File: config.mk
export PLATFORM = sky130hd
export DESIGN_NAME = tmds_channel_encoder
export DESIGN_NICKNAME = d
export VERILOG_FILES = /design/src/rtl/tmds_pkg.sv /design/src/rtl/tmds_qm_stage.sv /design/src/rtl/tmds_channel_encoder.sv
export SDC_FILE = /design/constraint.sdc
export NUM_CORES = 1
export LEC_CHECK = 0
export ABC_AREA = 1
export BUFFER_PORTS_ARGS = -buffer_cell sky130_fd_sc_hd__buf_2
export CAP_MARGIN = 20
export CELL_PAD_IN_SITES_DETAIL_PLACEMENT = 1
export CELL_PAD_IN_SITES_GLOBAL_PLACEMENT = 1
export CORE_ASPECT_RATIO = 2
export CORE_MARGIN = 4
export CORE_UTILIZATION = 46
export CTS_CLUSTER_SIZE = 30
export DETAILED_ROUTE_END_ITERATION = 16
export GPL_ROUTABILITY_DRIVEN = 1
export GPL_TIMING_DRIVEN = 1
export PLACE_DENSITY = 0.92
export SYNTH_ARGS = -nofsm -noshare
export SYNTH_HDL_FRONTEND = slang
export SYNTH_HIERARCHICAL = 1
export SYNTH_SLANG_ARGS = --single-unit
File: constraint.sdc
create_clock -name clk_i -period 9.8 [get_ports clk_i]
set_input_delay 1.47 -clock clk_i [delete_from_list [all_inputs] [get_ports clk_i]]
set_output_delay 1.47 -clock clk_i [all_outputs]
set_load 0.02 [all_outputs]
File: src/rtl/tmds_pkg.sv
// Shared TMDS definitions: symbol type, control tokens and helper functions.
package tmds_pkg;

    typedef logic [9:0] tmds_sym_t;

    // Control-period tokens, indexed by {c1,c0}
    localparam tmds_sym_t TOK_CTRL00 = 10'h354;
    localparam tmds_sym_t TOK_CTRL01 = 10'h0AB;
    localparam tmds_sym_t TOK_CTRL10 = 10'h154;
    localparam tmds_sym_t TOK_CTRL11 = 10'h2AB;

    // Number of ones in an 8-bit word
    function automatic logic [3:0] popcount8(input logic [7:0] v);
        logic [3:0] sum;
        sum = 4'd0;
        for (int i = 0; i < 8; i++) begin
            sum = sum + {3'b000, v[i]};
        end
        return sum;
    endfunction

    // Map the two control bits onto their blanking token
    function automatic tmds_sym_t ctrl_token(input logic [1:0] c);
        tmds_sym_t tok;
        case (c)
            2'b00:   tok = TOK_CTRL00;
            2'b01:   tok = TOK_CTRL01;
            2'b10:   tok = TOK_CTRL10;
            default: tok = TOK_CTRL11;
        endcase
        return tok;
    endfunction

endpackage

File: src/rtl/tmds_qm_stage.sv
// First TMDS stage: transition-minimising XOR/XNOR chain, registered
// together with the matching de/ctrl so both stay aligned with q_m.
module tmds_qm_stage
    import tmds_pkg::*;
(
    input  logic       clk_i,
    input  logic       rst_i,
    input  logic [7:0] data_i,
    input  logic       de_i,
    input  logic [1:0] ctrl_i,
    output logic [8:0] qm_o,
    output logic       de_o,
    output logic [1:0] ctrl_o
);

    logic [3:0] n1d;
    logic       use_xnor;
    logic [8:0] qm_d;
    logic [8:0] qm_q;
    logic       de_q;
    logic [1:0] ctrl_q;

    // Choose XNOR when the byte is ones-heavy, then build the chained q_m word
    always_comb begin
        n1d      = popcount8(data_i);
        use_xnor = (n1d > 4'd4) || ((n1d == 4'd4) && !data_i[0]);
        qm_d     = '0;
        qm_d[0]  = data_i[0];
        for (int i = 1; i < 8; i++) begin
            qm_d[i] = use_xnor ? ~(qm_d[i-1] ^ data_i[i]) : (qm_d[i-1] ^ data_i[i]);
        end
        qm_d[8]  = ~use_xnor;
    end

    // Pipeline register; reset flushes to a blanking cycle with ctrl 00
    always_ff @(posedge clk_i) begin
        if (rst_i) begin
            qm_q   <= '0;
            de_q   <= 1'b0;
            ctrl_q <= 2'b00;
        end else begin
            qm_q   <= qm_d;
            de_q   <= de_i;
            ctrl_q <= ctrl_i;
        end
    end

    assign qm_o   = qm_q;
    assign de_o   = de_q;
    assign ctrl_o = ctrl_q;

endmodule

File: src/rtl/tmds_channel_encoder.sv
// Single-lane TMDS encoder: optional input register, q_m stage, then the
// DC-balancing stage with its running-disparity register. Outputs are flops.
module tmds_channel_encoder
    import tmds_pkg::*;
#(
    parameter bit RegisterInput = 1'b0,
    parameter int DispWidth     = 5
)
(
    input  logic                 clk_i,
    input  logic                 rst_i,
    input  logic [7:0]           data_i,
    input  logic                 de_i,
    input  logic [1:0]           ctrl_i,
    output logic [9:0]           tmds_o,
    output logic [DispWidth-1:0] disp_o
);

    // Two guard bits let the unclamped sum be checked against the counter range
    localparam int WW = DispWidth + 2;

    logic [7:0] s0_data;
    logic       s0_de;
    logic [1:0] s0_ctrl;

    generate
        if (RegisterInput) begin : g_in_reg
            logic [7:0] data_q;
            logic       de_q;
            logic [1:0] ctrl_q;

            // Optional retiming register in front of the encoder
            always_ff @(posedge clk_i) begin
                if (rst_i) begin
                    data_q <= '0;
                    de_q   <= 1'b0;
                    ctrl_q <= 2'b00;
                end else begin
                    data_q <= data_i;
                    de_q   <= de_i;
                    ctrl_q <= ctrl_i;
                end
            end

            assign s0_data = data_q;
            assign s0_de   = de_q;
            assign s0_ctrl = ctrl_q;
        end else begin : g_in_pass
            assign s0_data = data_i;
            assign s0_de   = de_i;
            assign s0_ctrl = ctrl_i;
        end
    endgenerate

    logic [8:0] qm_s1;
    logic       de_s1;
    logic [1:0] ctrl_s1;

    tmds_qm_stage u_qm (
        .clk_i  (clk_i),
        .rst_i  (rst_i),
        .data_i (s0_data),
        .de_i   (s0_de),
        .ctrl_i (s0_ctrl),
        .qm_o   (qm_s1),
        .de_o   (de_s1),
        .ctrl_o (ctrl_s1)
    );

    tmds_sym_t                   tmds_q;
    tmds_sym_t                   tmds_d;
    logic signed [DispWidth-1:0] cnt_q;
    logic signed [DispWidth-1:0] cnt_d;

    logic [3:0]           n1;
    logic [3:0]           n0;
    logic signed [WW-1:0] n1_w;
    logic signed [WW-1:0] n0_w;
    logic signed [WW-1:0] cnt_w;
    logic signed [WW-1:0] cnt_sum;
    logic                 cnt_zero;
    logic                 cnt_pos;
    logic                 cnt_neg;
    logic                 qm8;

    // Balance decision: pick inversion of q_m[7:0] to drive disparity to zero
    always_comb begin
        n1       = popcount8(qm_s1[7:0]);
        n0       = 4'd8 - n1;
        n1_w     = $signed({{(WW-4){1'b0}}, n1});
        n0_w     = $signed({{(WW-4){1'b0}}, n0});
        cnt_w    = {{2{cnt_q[DispWidth-1]}}, cnt_q};
        cnt_zero = (cnt_q == '0);
        cnt_neg  = cnt_q[DispWidth-1];
        cnt_pos  = !cnt_zero && !cnt_neg;
        qm8      = qm_s1[8];
        tmds_d   = ctrl_token(ctrl_s1);
        cnt_sum  = '0;

        if (!de_s1) begin
            tmds_d  = ctrl_token(ctrl_s1);
            cnt_sum = '0;
        end else if (cnt_zero || (n1 == n0)) begin
            tmds_d  = {~qm8, qm8, qm8 ? qm_s1[7:0] : ~qm_s1[7:0]};
            cnt_sum = qm8 ? (cnt_w + n1_w - n0_w) : (cnt_w + n0_w - n1_w);
        end else if ((cnt_pos && (n1 > n0)) || (cnt_neg && (n0 > n1))) begin
            tmds_d  = {1'b1, qm8, ~qm_s1[7:0]};
            cnt_sum = cnt_w + (qm8 ? WW'(2) : WW'(0)) + n0_w - n1_w;
        end else begin
            tmds_d  = {1'b0, qm8, qm_s1[7:0]};
            cnt_sum = cnt_w + n1_w - n0_w - (qm8 ? WW'(0) : WW'(2));
        end

        cnt_d = cnt_sum[DispWidth-1:0];
    end

    // Output symbol and disparity registers
    always_ff @(posedge clk_i) begin
        if (rst_i) begin
            tmds_q <= TOK_CTRL00;
            cnt_q  <= '0;
        end else begin
            assert (cnt_sum == {{2{cnt_sum[DispWidth-1]}}, cnt_sum[DispWidth-1:0]});
            tmds_q <= tmds_d;
            cnt_q  <= cnt_d;
        end
    end

    assign tmds_o = tmds_q;
    assign disp_o = cnt_q;

endmodule

Word-level counts from Yosys, hierarchy flattened
Cells that the tools add are included.
Widths: inputs -> output; s select.

word-level totals
  flip-flop bits (word level) = 27
  bits of input ports = 13
  logic and storage cells = 83
  output and inout port bits = 15

cells by class
  bitwise logic cells = 18
  reduce and logical (&&, ||, !) cells = 13
  mux-type cells = 17
  order comparisons = 3
  equal/unequal tests = 4
  add/subtract/negate cells = 23

operators with widths
  operator             count
  $add 4x1->4          10
  $mux 10              3
  $pmux 10 s3          1
  $add 5x5->5          3
  $mux 5               3
  $sub 5x5->5          3
  $not 1->1            10
  $gt 4x4->1           2
  $mux 8               1
  $not 8->8            1
  $mux 1               7
  $xor 1x1->1          7
  $add 5x3->5          1
  $logic_not 5->1      1
  $sub 5x3->5          1
  $add 1x1->2          2
  $add 3x1->4          1
  $eq 4x3->1 const B   1
  $eq 4x4->1           1
  $gt 4x3->1 const B   1
  $logic_and 1x1->1    4
  $mux 2               2
  $sub 4x4->4 const A  1
  $add 2x1->3          1
  6 further kinds      10

Longest topological paths before layout
  depth in word-level cells = 29
  depth in mapped cells = 27
  mapped depth without buffers = 27

Modules after synthesis
The synthesis kept the hierarchy.

modules (own cells, without submodules)
  module                cells an instance  area an instance (um2)  instances  seq. area each (um2)
  tmds_channel_encoder  244                1,736.7                 1          300.3
  tmds_qm_stage         97                 739.5                   1          240.2

Worst setup path before layout
No wires, ideal clock.

  kind = register to register
  start point = reg u_qm.qm_q[0], in the netlist u_qm/qm_o[0]
  end point = reg cnt_q[4], in the netlist disp_o[4]
  clock period less this slack = 5,117 ps
  path buffers = 0
  setup time = 121 ps
  stages on the path, launching flop included = 25
  slack = 4,683 ps
  data required time = 9,679 ps
  arrival = 4,996 ps
  path through = dfxtp_1 fa_1 inv_1 fa_1 fa_1 inv_1 ha_1 fa_1 inv_1 ha_1 inv_1 ha_1 xnor2_1 xor2_1 inv_1 ha_1 ha_1 a21oi_1 nand3_1 nand2_1 nand3_1 nand3_1 nand2_1 nand2_1 a21oi_1

on the way
  longest elaborated chain between the ends = 13
  elaborated cells on any way between the ends = 25
  classes of those cells = 15 x add/sub; 2 x order compare; 1 x eq/ne; 3 x mux; 4 x reduce/logical

ends and longest elaborated chain
  element                                                              line                         text
  from (decl)                                                          tmds_qm_stage.sv:19          logic [8:0] qm_q;
  from (signal assigned)                                               tmds_qm_stage.sv:42          qm_q <= qm_d;
  $add 1x1->2 *                                                        tmds_pkg.sv:17               sum = sum + {3'b000, v[i]};
  $add 2x1->3 *                                                        tmds_pkg.sv:17
  $add 3x1->4 *                                                        tmds_pkg.sv:17
  $add 4x1->4 * (4 in series)                                          tmds_pkg.sv:17
  parallel branches: the longest is 5 deep, another holds $add 5x5->5  --
  $mux 5 *                                                             tmds_channel_encoder.sv:103  end else if (cnt_zero || (n1 == n0)) begin
  to (signal assigned)                                                 tmds_channel_encoder.sv:125  cnt_q <= cnt_d;
  to (decl)                                                            tmds_channel_encoder.sv:72   logic signed [DispWidth-1:0] cnt_q;

Mark *: on every way between the ends.
A chain may end at the register's enable or synchronous reset.

Final worst setup path
  start point = reg u_qm.qm_q[0], in the netlist u_qm/qm_o[0]
  end point = reg cnt_q[3], in the netlist disp_o[3]

Same word-level chain as after synthesis.

==> impl_results.html <==
<table>
<tr><th>Metric</th><th>Value</th></tr>
<tr><th colspan="2">Layout</th></tr>
<tr><td>Filler Cells Inserted</td><td>710</td></tr>
<tr><td>Final net count</td><td>between 400 and 500</td></tr>
<tr><td>Layout overhead on the synthesized area</td><td>9.298%</td></tr>
<tr><td>Antenna fix cells</td><td>0</td></tr>
<tr><td>Fraction of final layout cells sized beyond drive strength 1</td><td>0.2033</td></tr>
<tr><th colspan="2">Die</th></tr>
<tr><td>Die area</td><td>approximately 0.0067 sq mm</td></tr>
<tr><td>Io pins</td><td>28</td></tr>
<tr><td>Die Ht</td><td>approximately 110 um</td></tr>
<tr><td>Initial core utilization</td><td>0.4776</td></tr>
<tr><td>Horiz. Die Dim</td><td>approximately 60 um</td></tr>
<tr><td>Cell Rows</td><td>37</td></tr>
<tr><td>Std-Cell Core Area</td><td>slightly above 0.005 sq mm</td></tr>
<tr><th colspan="2">CTS</th></tr>
<tr><td>Clock sink count</td><td>27</td></tr>
<tr><td>Max Buffers Root-to-Sink</td><td>2</td></tr>
<tr><td>Worst-path clk slew</td><td>around 0.1 ns</td></tr>
<tr><td>Clock latency at the later pin of the worst-skew pair</td><td>0.28 ns</td></tr>
<tr><td>CTS H-tree depth</td><td>1</td></tr>
<tr><td>Post-CTS Resized</td><td>0</td></tr>
<tr><td>Buffer type at the clock tree root</td><td>clkbuf_8</td></tr>
<tr><td># Post-CTS Setup Buffers</td><td>0</td></tr>
<tr><td>Hold-fix buffer count after cts</td><td>0</td></tr>
<tr><td>Clock tree from TritonCTS</td><td>built</td></tr>
<tr><td>Num CTS Buffers</td><td>3</td></tr>
<tr><th colspan="2">GRT</th></tr>
<tr><td>Via count of the first global-routing pass</td><td>between 2000 and 3000</td></tr>
<tr><td>Wire length of the first global-routing pass</td><td>11730 um</td></tr>
<tr><td>GRT Overall Usage</td><td>0.2316</td></tr>
<tr><td>Antenna violations before repair</td><td>0</td></tr>
<tr><td>Global-route congestion overflow total</td><td>0</td></tr>
<tr><td>Largest net degree at the start of global routing</td><td>17</td></tr>
<tr><th colspan="2">Synthesis</th></tr>
<tr><td>Number of distinct library cell variants in the gate-level netlist after synthesis</td><td>31</td></tr>
<tr><td>Syn Inst Count</td><td>between 300 and 400</td></tr>
<tr><td>Post-synthesis mux area share</td><td>0</td></tr>
<tr><td>Sequential area share after synthesis</td><td>0.2183</td></tr>
<tr><td>Dominant combinational cell family by area after synthesis</td><td>simple AND/OR/NAND/NOR gates</td></tr>
<tr><td>Yosys reg bits</td><td>27</td></tr>
<tr><td>Post-synthesis instance area</td><td>about 0.0025 sq mm</td></tr>
<tr><td>Basic-gate share of the synthesized area counting and, or, nand and nor cells</td><td>0.2941</td></tr>
<tr><td>Synth Area in XOR/XNOR</td><td>0.02476</td></tr>
<tr><td>Mean post-synth cell area</td><td>7.261 sq um</td></tr>
<tr><td>Adder-Cell Fraction of Synth Area</td><td>0.2415</td></tr>
<tr><td>Synthesized-area fraction occupied by ao, oa, aoi and oai cells</td><td>0.09500</td></tr>
<tr><td>Syn Nets</td><td>394</td></tr>
<tr><td>Count of yosys warnings during synthesis</td><td>6</td></tr>
<tr><th colspan="2">Route</th></tr>
<tr><td>Final antenna-violating net count</td><td>0</td></tr>
<tr><td>Wirelength, routed</td><td>approximately 7100 um</td></tr>
<tr><td>Wire length on met3</td><td>163 um</td></tr>
<tr><td>WL met2</td><td>4375 um</td></tr>
<tr><td>Number of design rule violations left after detail routing</td><td>0</td></tr>
<tr><td>Number of detailed-routing iterations run before antenna repair</td><td>4</td></tr>
<tr><td>Via count of the routed design</td><td>2310</td></tr>
<tr><td>Avg WL per Cell</td><td>16.61 um</td></tr>
<tr><td>Starting DRT DRC Count</td><td>29</td></tr>
<tr><td>Vias per inst</td><td>~5.4</td></tr>
<tr><td>Uppermost layer routed</td><td>met4</td></tr>
<tr><td>Total routed wire length on the met1 layer</td><td>2097 um</td></tr>
<tr><th colspan="2">Hold path</th></tr>
<tr><td>Hold crit path type</td><td>register to register</td></tr>
<tr><th colspan="2">Place</th></tr>
<tr><td>Number of buffers added on ports</td><td>27</td></tr>
<tr><td>Placer congestion estimate</td><td>0.8844</td></tr>
<tr><td>Final HPWL DP</td><td>between 6000 and 7000 um</td></tr>
<tr><th colspan="2">Run</th></tr>
<tr><td>Max-cap violation count</td><td>0</td></tr>
<tr><th colspan="2">STA</th></tr>
<tr><td>Time the final worst path needs with I/O delays and setup</td><td>between 5 and 6 ns</td></tr>
<tr><td>Setup Total Neg Slack</td><td>0 ns</td></tr>
<tr><td>Timing-limited maximum frequency</td><td>175.7 MHz</td></tr>
<tr><td>Relative max-transition margin</td><td>0.6361</td></tr>
<tr><td>Final period util</td><td>0.5808</td></tr>
<tr><td>Smallest hold slack</td><td>approximately 0.58 ns</td></tr>
<tr><td>Max-slew violation count</td><td>0</td></tr>
<tr><td>Transition time at the pin with the least slew margin</td><td>0.5413 ns</td></tr>
<tr><td>Setup repair after global routing missed its margin</td><td>false</td></tr>
<tr><td>Setup-violating endpoint count in the final report</td><td>0</td></tr>
<tr><td>Clock Skew</td><td>between 0.006 and 0.007 ns</td></tr>
<tr><td>Final number of hold-violating endpoints</td><td>0</td></tr>
<tr><th colspan="2">Worst setup path</th></tr>
<tr><td>Class of the most critical setup path</td><td>register to register</td></tr>
<tr><td>Setup crit end kind</td><td>register</td></tr>
<tr><td>Critical Path Start Type</td><td>register</td></tr>
<tr><td>CP Max Fanout</td><td>6</td></tr>
<tr><td>Required time of the worst setup path</td><td>~10 ns</td></tr>
<tr><td>WP data arrival</td><td>5.90 ns</td></tr>
<tr><th colspan="2">Run status</th></tr>
<tr><td>Outcome</td><td>complete, no violations</td></tr>
</table>
[critical path, cell delays in order, from the launching register on]
cell and delay, ns:
dfxtp_1 0.36, fa_1 0.54, inv_1 0.05, fa_1 0.45, fa_1 0.50, inv_1 0.04
ha_1 0.20, fa_1 0.63, inv_1 0.15, ha_1 0.22, inv_1 0.11, ha_1 0.26
xnor2_1 0.21, xor2_1 0.32, inv_1 0.17, ha_1 0.34, inv_1 0.07, fa_1 0.45
xnor2_1 0.24, o21ai_0 0.13, a21oi_1 0.18
[registers in the layout (all words and copies together), names as in the netlist]
register,cells
tmds_o,10
u_qm/qm_o,9
disp_o,5
u_qm/ctrl_o,2
u_qm/de_o,1
[layer usage]
| metal | GRT usage | up-vias |
|---|---|---|
| met5 | 0 | - |
| met4 | 0.1464 | 0 |
| met3 | 0.03248 | 34 |
| met2 | 0.4697 | 47 |
| met1 | 0.1791 | 1117 |
| li1 | - | 1112 |
[worst paths after layout]
check | startpoint | end | slack, ns | cells past startpoint
worst max register to register | u_qm/qm_o[0] | disp_o[3] | 4.11 | 20
worst min-delay path | disp_o[0] | disp_o[0] | 0.58 | 2
worst max-delay path | u_qm/qm_o[0] | disp_o[3] | 4.11 | 20
worst min register to register | disp_o[0] | disp_o[0] | 0.58 | 2
[logic make-up (layout without fill, tap and decap cells)]
kind of cell    after synthesis  in the layout
flops                        27             27
simple gates                147            147
xor+xnor                      7              7
compound gates               42             42
fa+ha+maj                    40             40
buf+inv                      78            106
[layout by cell type, fill, tap and decap left out, types with 3 or more instances in the layout]
cell type	synthesis	routed
a21oi_1	17	17
buf_2	0	27
clkbuf_8	0	3
dfxtp_1	27	27
fa_1	13	13
ha_1	27	27
inv_1	62	62
inv_2	9	9
nand2_1	72	72
nand2_2	16	16
nand2_4	5	5
nand3_1	26	26
nand3_2	6	6
nand4_1	3	3
nor2_1	15	15
o21ai_0	8	8
o21ai_1	7	7
xnor2_1	4	4
xor2_1	3	3
[area by class of cell]
| class | count | area, sq um | area share |
|---|---|---|---|
| Multi-Input combinational cell | 236 | 1623 | 0.5996 |
| Sequential cell | 27 | 540.5 | 0.1997 |
| Clock inverter | 1 | 7.507 | 0.002774 |
| Timing Repair Buffer | 27 | 135.1 | 0.04993 |
| Tap cell | 58 | 72.57 | 0.02681 |
| Clock buffer | 3 | 41.29 | 0.01526 |
| Inverter | 75 | 286.5 | 0.1059 |
[synthesized netlist by cell type (all sizes together)]
library cell   n  area [sq um]
ha            27         337.8
a22oi          1         7.510
xnor2          4         35.03
fa            13         260.3
a31oi          2         12.51
a21oi         17         85.08
o211ai         2         15.01
nand2         93         426.7
nand3         33         207.7
o31ai          1         7.510
a211oi         1         7.510
buf            3         26.27
o21ai         17         92.59
or2            2         12.51
o21a           1         7.510
clkinv         2         7.510
inv           73         279.0
dfxtp         27         540.5
xor2           3         26.28
nand4          3         18.77
nor2          16         62.56
[metrics by stage]
step	util	setup WS [ns]	cells	instance area [sq um]
floorplan	-	4.683	341	2476
global placement	0.5125	4.388	423	2658
detailed placement	0.5125	4.126	423	2658
CTS	0.5220	4.111	427	2706
global route	0.5220	3.676	427	2706
finish	0.5220	4.108	427	2706
Power is left out: the tool's default activity adds up to more than one toggle a clock period on the data nets, which glitch-free logic cannot reach.
